**src/rtl/jtgng_objbus_arb_if.sv**
```systemverilog
// Object-RAM bus bundle shared by the CPU decoder, the object DMA and the
// object RAM port. The arbiter connects through the slave modport. The
// master modport is the view seen from the CPU, DMA and RAM side.
//
// Handshake: the DMA raises bus_req and keeps it high for as long as it wants
// the bus. bus_ack is registered. It rises on the cen6 tick that hands the bus
// to the DMA and falls on the cen6 tick on which bus_req is seen low. The CPU
// side is stalled with cpu_wait: while cpu_wait=1 the CPU must hold cpu_cs,
// cpu_wrn, cpu_addr and cpu_dout stable. An access counts as taken on a cen6
// tick on which cpu_wait=0.
interface jtgng_objbus_arb_if #(
  parameter int AW = 9
);
  logic          cpu_cs;
  logic          cpu_wrn;
  logic [AW-1:0] cpu_addr;
  logic [7:0]    cpu_dout;
  logic [7:0]    cpu_din;
  logic          cpu_wait;
  logic          bus_req;
  logic          bus_ack;
  logic [AW-1:0] dma_addr;
  logic [AW-1:0] ram_addr;
  logic          ram_we;
  logic [7:0]    ram_din;
  logic [7:0]    ram_dout;
  logic          overrun;

  modport slave (
    input  cpu_cs, cpu_wrn, cpu_addr, cpu_dout, bus_req, dma_addr, ram_dout,
    output cpu_din, cpu_wait, bus_ack, ram_addr, ram_we, ram_din, overrun
  );

  modport master (
    output cpu_cs, cpu_wrn, cpu_addr, cpu_dout, bus_req, dma_addr, ram_dout,
    input  cpu_din, cpu_wait, bus_ack, ram_addr, ram_we, ram_din, overrun
  );
endinterface

```
**src/rtl/jtgng_objbus_arb.sv**
```systemverilog
// Object-RAM bus arbiter between the main CPU and the object DMA.
// The DMA only gets the bus at a CPU access boundary. While the DMA owns the
// bus, one CPU write can be posted. It is flushed to RAM when the DMA lets go.
// All state advances on cen6 ticks only. ram_we is qualified by cen6 at the RAM.
module jtgng_objbus_arb #(
  parameter int          AW      = 9,
  parameter logic [15:0] MAXHOLD = 16'd2048
) (
  input  logic               clk,
  input  logic               rst,
  input  logic               cen6,
  jtgng_objbus_arb_if.slave  bus,
  output logic [1:0]         dbg_state
);

  typedef enum logic [1:0] {
    ST_CPU   = 2'd0,
    ST_DRAIN = 2'd1,
    ST_DMA   = 2'd2,
    ST_FLUSH = 2'd3
  } state_t;

  state_t        state_q, state_d;
  logic          bus_ack_q, bus_ack_d;
  logic          buf_full_q, buf_full_d;
  logic [AW-1:0] buf_addr_q, buf_addr_d;
  logic [7:0]    buf_data_q, buf_data_d;
  logic          post_act_q, post_act_d;   // current CPU access is the one already posted
  logic [15:0]   hold_q, hold_d;
  logic          overrun_q, overrun_d;
  logic [7:0]    cpu_din_q, cpu_din_d;

  logic wr_req, rd_req, post_ok;

  assign wr_req  = bus.cpu_cs & ~bus.cpu_wrn;
  assign rd_req  = bus.cpu_cs &  bus.cpu_wrn;
  assign post_ok = wr_req & ~buf_full_q & ~post_act_q;

  // Next-state logic, evaluated only on cen6 ticks
  always_comb begin
    state_d    = state_q;
    buf_full_d = buf_full_q;
    buf_addr_d = buf_addr_q;
    buf_data_d = buf_data_q;
    post_act_d = post_act_q;
    hold_d     = hold_q;
    overrun_d  = overrun_q;
    cpu_din_d  = cpu_din_q;
    if (cen6) begin
      if (!bus.cpu_cs) post_act_d = 1'b0;
      case (state_q)
        ST_CPU: begin
          if (rd_req) cpu_din_d = bus.ram_dout;
          if (bus.bus_req) state_d = bus.cpu_cs ? ST_DRAIN : ST_DMA;
        end
        ST_DRAIN: begin
          // The in-flight access finishes this tick, then the DMA may take over
          if (rd_req) cpu_din_d = bus.ram_dout;
          state_d = bus.bus_req ? ST_DMA : ST_CPU;
        end
        ST_DMA: begin
          hold_d = (hold_q == 16'hFFFF) ? hold_q : hold_q + 16'd1;
          if (hold_d >= MAXHOLD) overrun_d = 1'b1;
          if (post_ok) begin
            buf_full_d = 1'b1;
            buf_addr_d = bus.cpu_addr;
            buf_data_d = bus.cpu_dout;
            post_act_d = 1'b1;
          end
          // A write posted on the release tick still has to be flushed
          if (!bus.bus_req) state_d = (buf_full_q | post_ok) ? ST_FLUSH : ST_CPU;
        end
        ST_FLUSH: begin
          buf_full_d = 1'b0;
          state_d    = ST_CPU;
        end
        default: state_d = ST_CPU;
      endcase
      if (state_d == ST_DMA && state_q != ST_DMA) hold_d = 16'd0;
    end
    bus_ack_d = (state_d == ST_DMA);
  end

  // State and data registers, async active-high reset
  always_ff @(posedge clk or posedge rst) begin
    if (rst) begin
      state_q    <= ST_CPU;
      bus_ack_q  <= 1'b0;
      buf_full_q <= 1'b0;
      buf_addr_q <= '0;
      buf_data_q <= 8'h00;
      post_act_q <= 1'b0;
      hold_q     <= 16'd0;
      overrun_q  <= 1'b0;
      cpu_din_q  <= 8'h00;
    end else begin
      state_q    <= state_d;
      bus_ack_q  <= bus_ack_d;
      buf_full_q <= buf_full_d;
      buf_addr_q <= buf_addr_d;
      buf_data_q <= buf_data_d;
      post_act_q <= post_act_d;
      hold_q     <= hold_d;
      overrun_q  <= overrun_d;
      cpu_din_q  <= cpu_din_d;
    end
  end

  // RAM port mux and CPU stall; everything is driven low while reset is held
  always_comb begin
    bus.ram_addr = '0;
    bus.ram_we   = 1'b0;
    bus.ram_din  = 8'h00;
    bus.cpu_wait = 1'b0;
    if (!rst) begin
      case (state_q)
        ST_CPU, ST_DRAIN: begin
          bus.ram_addr = bus.cpu_addr;
          bus.ram_we   = wr_req;
          bus.ram_din  = bus.cpu_dout;
        end
        ST_DMA: begin
          bus.ram_addr = bus.dma_addr;
          bus.cpu_wait = rd_req | (wr_req & buf_full_q & ~post_act_q);
        end
        ST_FLUSH: begin
          bus.ram_addr = buf_addr_q;
          bus.ram_we   = 1'b1;
          bus.ram_din  = buf_data_q;
          bus.cpu_wait = bus.cpu_cs;
        end
        default: ;
      endcase
    end
  end

  assign bus.bus_ack = bus_ack_q;
  assign bus.overrun = overrun_q;
  assign bus.cpu_din = cpu_din_q;
  assign dbg_state   = state_q;

endmodule

```
**src/flat_wrapper.sv**
```systemverilog
// flat-port wrapper written by rule: the top's interface ports become plain ports
module jtgng_objbus_arb_flat 
#(
  parameter int          AW      = 9,
  parameter logic [15:0] MAXHOLD = 16'd2048
)
  (clk, rst, cen6, dbg_state, bus_cpu_cs, bus_cpu_wrn, bus_cpu_addr, bus_cpu_dout, bus_bus_req, bus_dma_addr, bus_ram_dout, bus_cpu_din, bus_cpu_wait, bus_bus_ack, bus_ram_addr, bus_ram_we, bus_ram_din, bus_overrun);
  jtgng_objbus_arb_if #(.AW(AW)) bus_i ();
  input  logic clk;
  input  logic rst;
  input  logic cen6;
  output logic [1:0] dbg_state;
  input wire logic [$bits(bus_i.cpu_cs)-1:0] bus_cpu_cs;
  input wire logic [$bits(bus_i.cpu_wrn)-1:0] bus_cpu_wrn;
  input wire logic [$bits(bus_i.cpu_addr)-1:0] bus_cpu_addr;
  input wire logic [$bits(bus_i.cpu_dout)-1:0] bus_cpu_dout;
  input wire logic [$bits(bus_i.bus_req)-1:0] bus_bus_req;
  input wire logic [$bits(bus_i.dma_addr)-1:0] bus_dma_addr;
  input wire logic [$bits(bus_i.ram_dout)-1:0] bus_ram_dout;
  output wire logic [$bits(bus_i.cpu_din)-1:0] bus_cpu_din;
  output wire logic [$bits(bus_i.cpu_wait)-1:0] bus_cpu_wait;
  output wire logic [$bits(bus_i.bus_ack)-1:0] bus_bus_ack;
  output wire logic [$bits(bus_i.ram_addr)-1:0] bus_ram_addr;
  output wire logic [$bits(bus_i.ram_we)-1:0] bus_ram_we;
  output wire logic [$bits(bus_i.ram_din)-1:0] bus_ram_din;
  output wire logic [$bits(bus_i.overrun)-1:0] bus_overrun;
  assign bus_i.cpu_cs = bus_cpu_cs;
  assign bus_i.cpu_wrn = bus_cpu_wrn;
  assign bus_i.cpu_addr = bus_cpu_addr;
  assign bus_i.cpu_dout = bus_cpu_dout;
  assign bus_i.bus_req = bus_bus_req;
  assign bus_i.dma_addr = bus_dma_addr;
  assign bus_i.ram_dout = bus_ram_dout;
  assign bus_cpu_din = bus_i.cpu_din;
  assign bus_cpu_wait = bus_i.cpu_wait;
  assign bus_bus_ack = bus_i.bus_ack;
  assign bus_ram_addr = bus_i.ram_addr;
  assign bus_ram_we = bus_i.ram_we;
  assign bus_ram_din = bus_i.ram_din;
  assign bus_overrun = bus_i.overrun;
  jtgng_objbus_arb #(.AW(AW), .MAXHOLD(MAXHOLD)) u_core (.clk(clk), .rst(rst), .cen6(cen6), .bus(bus_i), .dbg_state(dbg_state));
endmodule
```
**config.mk**
```make
export PLATFORM = sky130hd
export DESIGN_NAME = jtgng_objbus_arb_flat
export DESIGN_NICKNAME = d
export VERILOG_FILES = /design/src/rtl/jtgng_objbus_arb_if.sv /design/src/rtl/jtgng_objbus_arb.sv /design/src/flat_wrapper.sv
export SDC_FILE = /design/constraint.sdc
export NUM_CORES = 1
export LEC_CHECK = 0
export CAP_MARGIN = 20
export CELL_PAD_IN_SITES_DETAIL_PLACEMENT = 0
export CELL_PAD_IN_SITES_GLOBAL_PLACEMENT = 1
export CORE_AREA = 2 2 90 92
export CTS_CLUSTER_SIZE = 28
export DETAILED_ROUTE_END_ITERATION = 8
export DIE_AREA = 0 0 92 94
export PLACE_DENSITY = 0.76
export SYNTH_ARGS = -nofsm -noshare
export SYNTH_HDL_FRONTEND = slang
export SYNTH_SLANG_ARGS = --single-unit
```
**constraint.sdc**
```tcl
create_clock -name clk -period 2.2 [get_ports clk]
set_clock_uncertainty 0.05 [all_clocks]
set_input_delay 0.55 -clock clk [delete_from_list [all_inputs] [get_ports clk]]
set_output_delay 0.55 -clock clk [all_outputs]
set_load 0.02 [all_outputs]
```
==> metrics.txt <==
status=finished clean; GPL Wtd Cong=0.792; Worst EP required=~2.4 ns; CTS tree=done; Num CTS Buffers=5; post-synth cell types=43; clock power share=slightly above 20%; Leak=approximately 0.0017 uW; DR pass1 iterations=4; top cells by area, synth=dfrtp_1 45%, mux2_2 11%, mux2i_1 4.2%, nand3_1 3.6%, a21oi_1 3.4%; fillers=741; synth-to-layout area growth=44.6%; starting density of the core=between 30% and 40%; sw frac=a little over a third; Port Buffers=70; die height=around 94 um; fin util=about half; relative max-transition margin=66.8%; placed cell count=roughly 460; FMAX=between 0.4 and 0.5 GHz; CP Cell Sequence=clkdlybuf4s50_1 > buf_4 > or2b_2 > a21oi_2 > or2_4 > or4_1 > a21oi_2; die area=0.00865 mm^2; Seq/Total Area, Yosys=44.8%; Reg clk slew, reported paths=~0.09 ns; Synth warnings=0; IO Pins=71; Iter 0 DRT Violations=84; Syn Std Cell Area=about 0.0026 mm^2; CTS root buf=clkbuf_8; RR Startpoint=u_core.hold_q[1]$_DFFE_PP0P_; Critical Path Start Type=input pin; DP Worst Slack=-0.460 ns; Worst Path Arrival=around 2.4 ns; post-synth top area share=between 40% and 50%; Max clock buf depth=2; max_cap viols=0; family with the most delay on the worst path=simple AND/OR/NAND/NOR gates; Psw=1350 uW; number of antenna violations at the first check in global routing=0; GR Overflow Total=0; CP max stage delay=between 0.5 and 0.6 ns; vias per inst=about 5.2; final hold violation count=0; DRC Markers=0; first-pass GRT wire length=around 12 mm; fin crit share=roughly 100%; Final WS setup=0.00732 ns; setup slack, reg-to-reg=around 0.090 ns; Final Total Pwr=3790 uW; DR vias=~2,500; Post-Layout Cell Count=~470; sequential power share=about 34%; Setup crit start=bus_cpu_cs; cells after synthesis=between 200 and 300; Top FF cell, synth=dfrtp_1; final net count=around 400; number of diodes=0; # rows=32; Hold Crit Class=flip-flop to flip-flop; Core Region=~0.0076 mm^2; Min-Delay Startpoint=u_core.buf_addr_q[3]$_DFFE_PP0P_; crit path kind=input pin to flip-flop; DR WL/cell=roughly 15 um; fraction of registers with async set/reset=between 90% and 100%; Critical-path top delay cell=or4_1; Setup TNS Final=0 ns; Comb pwr share=45.2%; Pins Over Slew Limit=0; htree depth=2; CTS Hold Bufs=0; Hold Crit Depth=1; largest net degree at the start of global routing=38; Seq cells post-synth=47; clock sinks=between 40 and 50; P_int=about 2400 uW; r2r endpoint=u_core.hold_q[7]$_DFFE_PP0P_; worst-margin pin slew=approximately 0.5 ns; Synthesized Nets=between 300 and 400; Post-Syn Area per Cell=9.65 um^2; Die Width=around 92 um; Bufs and invs on worst path=2; cells on worst reg2reg path=6; most frequent CP cell=a21oi_2; total track usage=17.0%; Hold Path Sink=u_core.buf_addr_q[3]$_DFFE_PP0P_; Antenna Nets Post-Route=0; Routed WL=roughly 7.0 mm; VDD IR-drop max=between 0.4 and 0.5 mV; post-DP HPWL=between 5 and 6 mm; Clk Latency, worst-skew pair=between 0.3 and 0.4 ns; EDFF count, synth=0; Crit. End Element=flip-flop; Power Density=999 mW/mm^2; Setup Viol. Count Final=0; Yosys top cell by area=dfrtp_1; number of global-route vias before repair=around 2,600; final critical-path required period=2.19 ns; crit path max fanout=7; share of layout cells above drive strength 1=29.4%
[cell usage in the layout (no fill, tap or decap), types with 4 or more instances in the layout]
cell type,synthesis,routed
nand2b_1,4,4
a211oi_2,0,6
a211oi_1,10,4
clkdlybuf4s50_1,0,49
clkbuf_8,0,5
nor2_1,15,15
mux2i_1,11,11
o21ai_0,15,15
a21oi_1,18,17
and3_1,6,6
o31ai_1,6,6
buf_4,1,36
inv_1,6,4
nor4_1,5,5
nor3_1,5,4
dfrtp_1,47,46
nand4_1,7,7
buf_2,5,16
nand2_1,23,23
mux2_2,25,25
nand3_1,19,19
[area by class of cell]
| class | count | area (um^2) | area share [%] |
|---|---|---|---|
| Inverter | 6 | 22.5 | 0.593 |
| Timing Repair Buffer | 107 | 933 | 24.6 |
| Tap cell | 102 | 128 | 3.36 |
| Multi-Input combinational cell | 203 | 1400 | 36.8 |
| Sequential cell | 47 | 1180 | 31.0 |
| Clock inverter | 3 | 67.6 | 1.78 |
| Clock buffer | 5 | 68.8 | 1.81 |
[cell families after synthesis]
family | Yosys count | share of synthesized area [%]
DFF | 47 | 44.8
and+or+nand+nor | 104 | 20.7
buffers and inverters | 22 | 3.81
xor gates and xnor gates | 2 | 0.667
AOI/OAI and AO/OA | 60 | 14.6
adders and majority gates | 1 | 0.477
muxes | 36 | 14.9
[worst max path at each step]
stage                                        end  slack (ns)  cells past startpoint
floorplan                        bus_ram_addr[5]       -0.14                      4
global placement                    bus_cpu_wait       -0.40                      5
detailed placement                    bus_ram_we       -0.46                      5
CTS                              bus_ram_addr[4]       0.001                      4
global route        u_core.hold_q[5]$_DFFE_PP0P_       -0.06                      7
finish              u_core.hold_q[5]$_DFFE_PP0P_       0.007                      7
[flip-flops by register name (all words and copies together) (netlist names)]
register            flops
u_core.bus.bus_ack      1
u_core.buf_data_q       8
u_core.buf_full_q       1
u_core.buf_addr_q       9
u_core.bus.cpu_din      8
u_core.post_act_q       1
u_core.dbg_state        2
u_core.bus.overrun      1
u_core.hold_q          16
[metal layers]
metal	global-route usage, %	up-vias	part of all wire (%)
li1	-	1193	-
met1	21.9	1186	45
met2	27.5	75	47
met3	5.46	8	7.0
met4	4.85	0	0.96
met5	0	-	0
[metrics by stage]
stage                     cell area (um^2)  hold WS [ns]
final                                 3790         0.463
after global routing                  3790         0.483
after CTS                             3820         0.466
after detailed placement              3710         0.443
after global placement                3710         0.436
after floorplan                       2660         0.429
[power by group through the flow]
stage	Sequential, uW	Combinational [uW]	Clock [uW]
3_5_place_dp	1320	1760	0
3_3_place_gp	1300	1750	0
5_1_grt	1350	1860	821
6_report	1300	1710	772
2_1_floorplan	1410	856	0
4_1_cts	1300	1730	792
[Yosys cell counts, drive strengths merged (7+ instances only)]
master and count:
nand4 7, mux2i 11, a211oi 10, a21oi 20, nor2 15, nand3 19, o21ai 15, buf 9
mux2 25, nand2 24, dfrtp 47, clkbuf 7
[repair_timing]
item                       CTS  global route
pin swaps                    0             0
setup endpoints to repair   22            11
setup buffers                0             1
resized for setup           77            16
Note: power is estimated with default switching activity, not from simulation.
